[config.mk]
export PLATFORM = sky130hd
export DESIGN_NAME = text_tile_renderer
export DESIGN_NICKNAME = d
export VERILOG_FILES = /design/src/rtl/text_tile_renderer.sv
export SDC_FILE = /design/constraint.sdc
export NUM_CORES = 1
export LEC_CHECK = 0
export BUFFER_PORTS_ARGS = -buffer_cell sky130_fd_sc_hd__buf_2
export CORE_MARGIN = 3
export CORE_UTILIZATION = 42
export DETAILED_ROUTE_END_ITERATION = 8
export GPL_TIMING_DRIVEN = 0
export HOLD_SLACK_MARGIN = 0.06
export PLACE_DENSITY = 0.75
export SYNTH_ARGS = -nofsm -noshare
export SYNTH_HDL_FRONTEND = slang
export SYNTH_SLANG_ARGS = --single-unit
[constraint.sdc]
create_clock -name clk -period 1.6 [get_ports clk]
set_input_delay 0.16 -clock clk [delete_from_list [all_inputs] [get_ports clk]]
set_output_delay 0.16 -clock clk [all_outputs]
set_load 0.01 [all_outputs]
[src/rtl/text_tile_renderer.sv]
// rtl/text_tile_renderer.sv - character-cell text renderer: cell fetch, glyph lookup, cursor blink, pixel colour
module text_tile_renderer #(
  parameter int COLS = 40,
  parameter int ROWS = 25
) (
  input  logic        clk,
  input  logic        reset_n,
  input  logic [8:0]  hpos,
  input  logic [8:0]  vpos,
  input  logic        display_on,
  output logic [9:0]  ram_addr,
  input  logic [7:0]  ram_data,
  output logic [10:0] font_addr,
  input  logic [7:0]  font_data,
  input  logic [9:0]  cursor_addr,
  input  logic        cursor_en,
  input  logic [3:0]  fg_color,
  input  logic [3:0]  bg_color,
  output logic [3:0]  rgb,
  output logic        pix_valid
);

  localparam logic [31:0] H_PIX = 32'(COLS * 8);
  localparam logic [31:0] V_PIX = 32'(ROWS * 8);

  // Stage 0: visibility test and cell index of the sampled position.
  // The index is only loaded when the position lies inside the grid,
  // so an out-of-grid product can never reach ram_addr.
  logic       s0_valid;
  logic [9:0] s0_addr;
  logic       s0_hit;
  logic       at_origin;

  assign s0_valid  = display_on && ({23'd0, hpos} < H_PIX) && ({23'd0, vpos} < V_PIX);
  assign s0_addr   = 10'(vpos[8:3]) * 10'(COLS) + 10'(hpos[8:3]);
  assign s0_hit    = (s0_addr == cursor_addr);
  assign at_origin = (hpos == 9'd0) && (vpos == 9'd0);

  // Pipeline side-band travelling alongside the RAM fetch; stage 2 lines up with ram_data.
  logic       s1_valid, s2_valid;
  logic [2:0] s1_hlow, s2_hlow;
  logic [2:0] s1_vlow, s2_vlow;
  logic       s1_hit, s2_hit;

  // Frame tick detection and blink counter.
  logic       origin_prev;
  logic [4:0] frame_cnt;
  logic       blink;

  assign blink = frame_cnt[4];

  // Glyph row lookup and pixel selection at stage 2.
  logic pix_bit;

  assign font_addr = {ram_data, s2_vlow};
  assign pix_bit   = font_data[3'd7 - s2_hlow] ^ (s2_hit & cursor_en & blink);

  // Cell address register: loads on visible samples, holds otherwise.
  always_ff @(posedge clk or negedge reset_n) begin
    if (!reset_n) begin
      ram_addr <= 10'd0;
    end else if (s0_valid) begin
      ram_addr <= s0_addr;
    end
  end

  // Two-deep delay of pixel offsets, validity and cursor hit; never stalls.
  always_ff @(posedge clk or negedge reset_n) begin
    if (!reset_n) begin
      s1_valid <= 1'b0;
      s1_hlow  <= 3'd0;
      s1_vlow  <= 3'd0;
      s1_hit   <= 1'b0;
      s2_valid <= 1'b0;
      s2_hlow  <= 3'd0;
      s2_vlow  <= 3'd0;
      s2_hit   <= 1'b0;
    end else begin
      s1_valid <= s0_valid;
      s1_hlow  <= hpos[2:0];
      s1_vlow  <= vpos[2:0];
      s1_hit   <= s0_hit;
      s2_valid <= s1_valid;
      s2_hlow  <= s1_hlow;
      s2_vlow  <= s1_vlow;
      s2_hit   <= s1_hit;
    end
  end

  // Count one tick on the first cycle at the origin; repeated origin cycles are ignored.
  always_ff @(posedge clk or negedge reset_n) begin
    if (!reset_n) begin
      origin_prev <= 1'b0;
      frame_cnt   <= 5'd0;
    end else begin
      origin_prev <= at_origin;
      if (at_origin && !origin_prev) begin
        frame_cnt <= frame_cnt + 5'd1;
      end
    end
  end

  // Output colour register: foreground/background for visible pixels, black otherwise.
  always_ff @(posedge clk or negedge reset_n) begin
    if (!reset_n) begin
      rgb       <= 4'd0;
      pix_valid <= 1'b0;
    end else begin
      pix_valid <= s2_valid;
      if (s2_valid) begin
        rgb <= pix_bit ? fg_color : bg_color;
      end else begin
        rgb <= 4'd0;
      end
    end
  end

endmodule

==> impl_results.md <==
- Status: complete, but fails checks
- Failing checks: setup timing
- Io pins: 82
- Crit path launch: vpos[4]
- Largest net degree at the start of global routing: 38
- Slew headroom: 0.478
- Final antenna-violating net count: 0
- Port bufs: 73
- Worst Tran Pin Value: between 700 and 800 ps
- CP delay by family, top: adder cells
- Yosys top cell area share: 0.498
- Starting density of the core: 0.448
- CP arrival: 2090 ps
- Critical path's most frequent cell: ha_4
- Sequential power share: 0.455
- Critical path's slowest cell: fa_2
- RSZ-0062 raised after global routing: true
- FF-to-FF Start: s2_hlow[1]
- Non-Filler Instances: slightly below 300
- Core area: roughly 4100 µm²
- Share of cells above drive strength 1: 0.510
- Max clock buf depth: 2
- CP max stage delay: 470 ps
- First-pass GRT wire length: 6040 µm
- Post-DR vias/cell: around 4.7
- Critical path type: input pin to flop
- Int Pwr: 1.71 mW
- Pwr per Cell Area: between 900 and 1000 nW/µm²
- FP Rows: 23
- Final Hold Vio Count: 0
- Final worst path period need: 1910 ps
- GRT overflow: 0
- Number of flops mapped to enable cells by yosys: 0
- Placed cells: between 200 and 300
- Avg WL per Cell: 12.9 µm
- Cell count after synthesis: 145
- Yosys warning count: 0
- Die height: a little over 70 µm
- TritonCTS clock tree: yes
- Via count: 1366
- CTS clk-pin slew, worst paths: 70 ps
- CTS Buf Count: 5
- Ant. Diodes: 0
- Synth Area per Inst: 12.8 µm²
- Fin. max-slew vios: 0
- Final setup fails: 8
- Die W: 72.5 µm
- Synth Net Count: ~210
- H-tree lvl count: 2
- Dominant cells by area after synthesis: dfrtp_1 50%, ha_1 7.4%, xnor2_1 5.2%
- Routed WL: about 3700 µm
- Hold path startpoint: bg_color[3]
- Hold Crit Class: input pin to flop
- Area growth syn-to-layout: 41.1%
- Setup TNS: -1140 ps
- Peak VDD IR: 0.408 mV
- Crit path max fanout: 3
- Combinational Power Share: 0.294
- HPWL after detailed placement: 2900 µm
- CTS root buffer: clkbuf_8
- Synth cell types: 29
- Flop2flop setup slack: -160 ps
- DRC errors left: 0
- Sw frac: 0.281
- Synth top cells by count: 37 x dfrtp_1, 11 x ha_1, 11 x xnor2_1, 11 x xor2_1, 9 x mux2i_1
- Fill count: 326
- Antenna violations before repair: 0
- Multi-input gate area: 960 µm²
- Setup WS post-layout: -307 ps
- Flops & latches, synth: 37
- Psw: 668 µW
- Clock network power share: 0.251
- Ys async rst share: 1.00
- Register Area: around 900 µm²
- Worst EP required: 1780 ps
- Worst Path Buf+Inv: 2
- Synth Cell Area: 1860 µm²
- Startpoint Class: input pin
- Crit end category: flop
- Sink Count: 37
- Max Cap Violations: 0
- Iteration-0 DRC Markers: 32
- Clock latency on the worst-skew pair: 280 ps
- Seq/Total Area, Yosys: 0.498
- FMAX: 0.524 GHz
- Drt pass-1 iters: 3
- Leak Pwr: 1.32 nW
- Post-layout nets: 307
- Routability cong.: 0.837
- Gr usage total: 0.150
- Vias in the first global route: 1342
- Most used DFF post-synth: dfrtp_1
- Crit share post-route: 1.19
- Area leader, netlist: dfrtp_1
- Die footprint: 5260 µm²
- Setup Skew: ~7.5 ps
- Critical Path, Cell by Cell: buf_8, ha_4, ha_4, inv_2, fa_2, nand2b_4, nor3_4, xnor3_1, xor2_1, nor4_2
- Count leader, synth: dfrtp_1
-- through the flow --
| step | setup WS (ps) | area, µm² | utilization | hold WS, ps | power, mW |
|---|---|---|---|---|---|
| floorplan | -370 | 1920 | - | -136 | 1.49 |
| detailed placement | -860 | 2350 | 0.566 | 287 | 1.74 |
| finish | -307 | 2620 | 0.633 | 164 | 2.38 |
| CTS | -321 | 2570 | 0.620 | 154 | 2.40 |
| global placement | -858 | 2350 | 0.566 | 284 | 1.73 |
| global route | -352 | 2620 | 0.633 | 161 | 2.53 |
-- area by class of cell --
type | instances | share of cell area
timing repair buffer | 87 | 0.194
inverter | 4 | 0.00573
multi-input combinational | 94 | 0.366
clock buffer | 6 | 0.0277
sequential | 37 | 0.354
tap | 50 | 0.0239
buffer | 9 | 0.0258
clock inverter | 2 | 0.00382
-- logic make-up (layout without fill, tap and decap cells) --
logic type      Yosys count  count (layout)  synth area share
flops                    37              37             0.498
simple gates             30              30             0.100
buf+inv                  14             108            0.0451
fa+ha+maj                13              13            0.0956
compound gates            9               9            0.0269
mux                      18              18             0.109
xor+xnor                 24              24             0.125
-- power groups by stage --
stage                     Sequential (mW)  Combinational (mW)  Clock (mW)
after floorplan                      1.14               0.352           0
after global placement               1.10               0.632           0
after detailed placement             1.10               0.646           0
after CTS                            1.08               0.691       0.625
after global routing                 1.09               0.765       0.669
final                                1.08               0.699       0.597
-- what timing repair did --
action,4_1_cts,5_1_grt
pin swaps,1,0
endpoints found under the setup margin,7,14
buffers inserted,3,4
resized for setup,14,4
hold buffers,7,0
hold endpoints to repair,43,0
-- placed cells by master, fill, tap and decap left out, types with 2 or more instances in the layout --
master,Yosys,final
buf_4,8,15
nor2_1,3,3
mux2i_1,9,9
clkbuf_8,0,5
mux2_2,8,7
o21ai_0,4,4
nor4_1,4,3
a21o_1,2,2
buf_2,0,71
xor2_1,11,9
nand2_1,4,4
dfrtp_1,37,36
clkinv_2,0,2
ha_1,11,7
nor2b_1,5,5
nor3_4,1,2
a21oi_1,3,2
xor2_2,1,2
buf_8,0,2
ha_4,0,4
dlygate4sd3_1,0,7
nand4_1,3,3
xnor2_1,11,11
nand3_1,3,3
inv_1,4,3
-- tightest hold or removal path, delay by kind of cell --
| family | cells | cell delay (ps) |
|---|---|---|
| buffers and inverters | 1 | 70 |
| muxes | 1 | 60 |
| and+or+nand+nor | 1 | 100 |
-- flip-flops by register name (all words and copies together) (netlist names), 3 cells and up --
signal / flops
frame_cnt: 5
ram_addr: 10
rgb: 4
s1_hlow: 3
s1_vlow: 3
s2_hlow: 3
s2_vlow: 3
-- layer usage --
metal  vias to the layer above  GRT usage  part of all wire
li1                        673          -                 -
met5                         -          0                 0
met4                         0     0.0492            0.0029
met2                        60      0.259              0.51
met3                         2     0.0540             0.087
met1                       631      0.172              0.40
-- final timing paths --
check / end / depth (start not counted)
min reg2reg: s2_hlow[1] / 0
min in group asynchronous: s2_vlow[2] / 2
max in group asynchronous: s2_hlow[1] / 2
min: rgb[3] / 3
max reg2reg: rgb[2] / 5
max: s1_hit / 10
No activity file was read; power rests on OpenSTA's default activity.
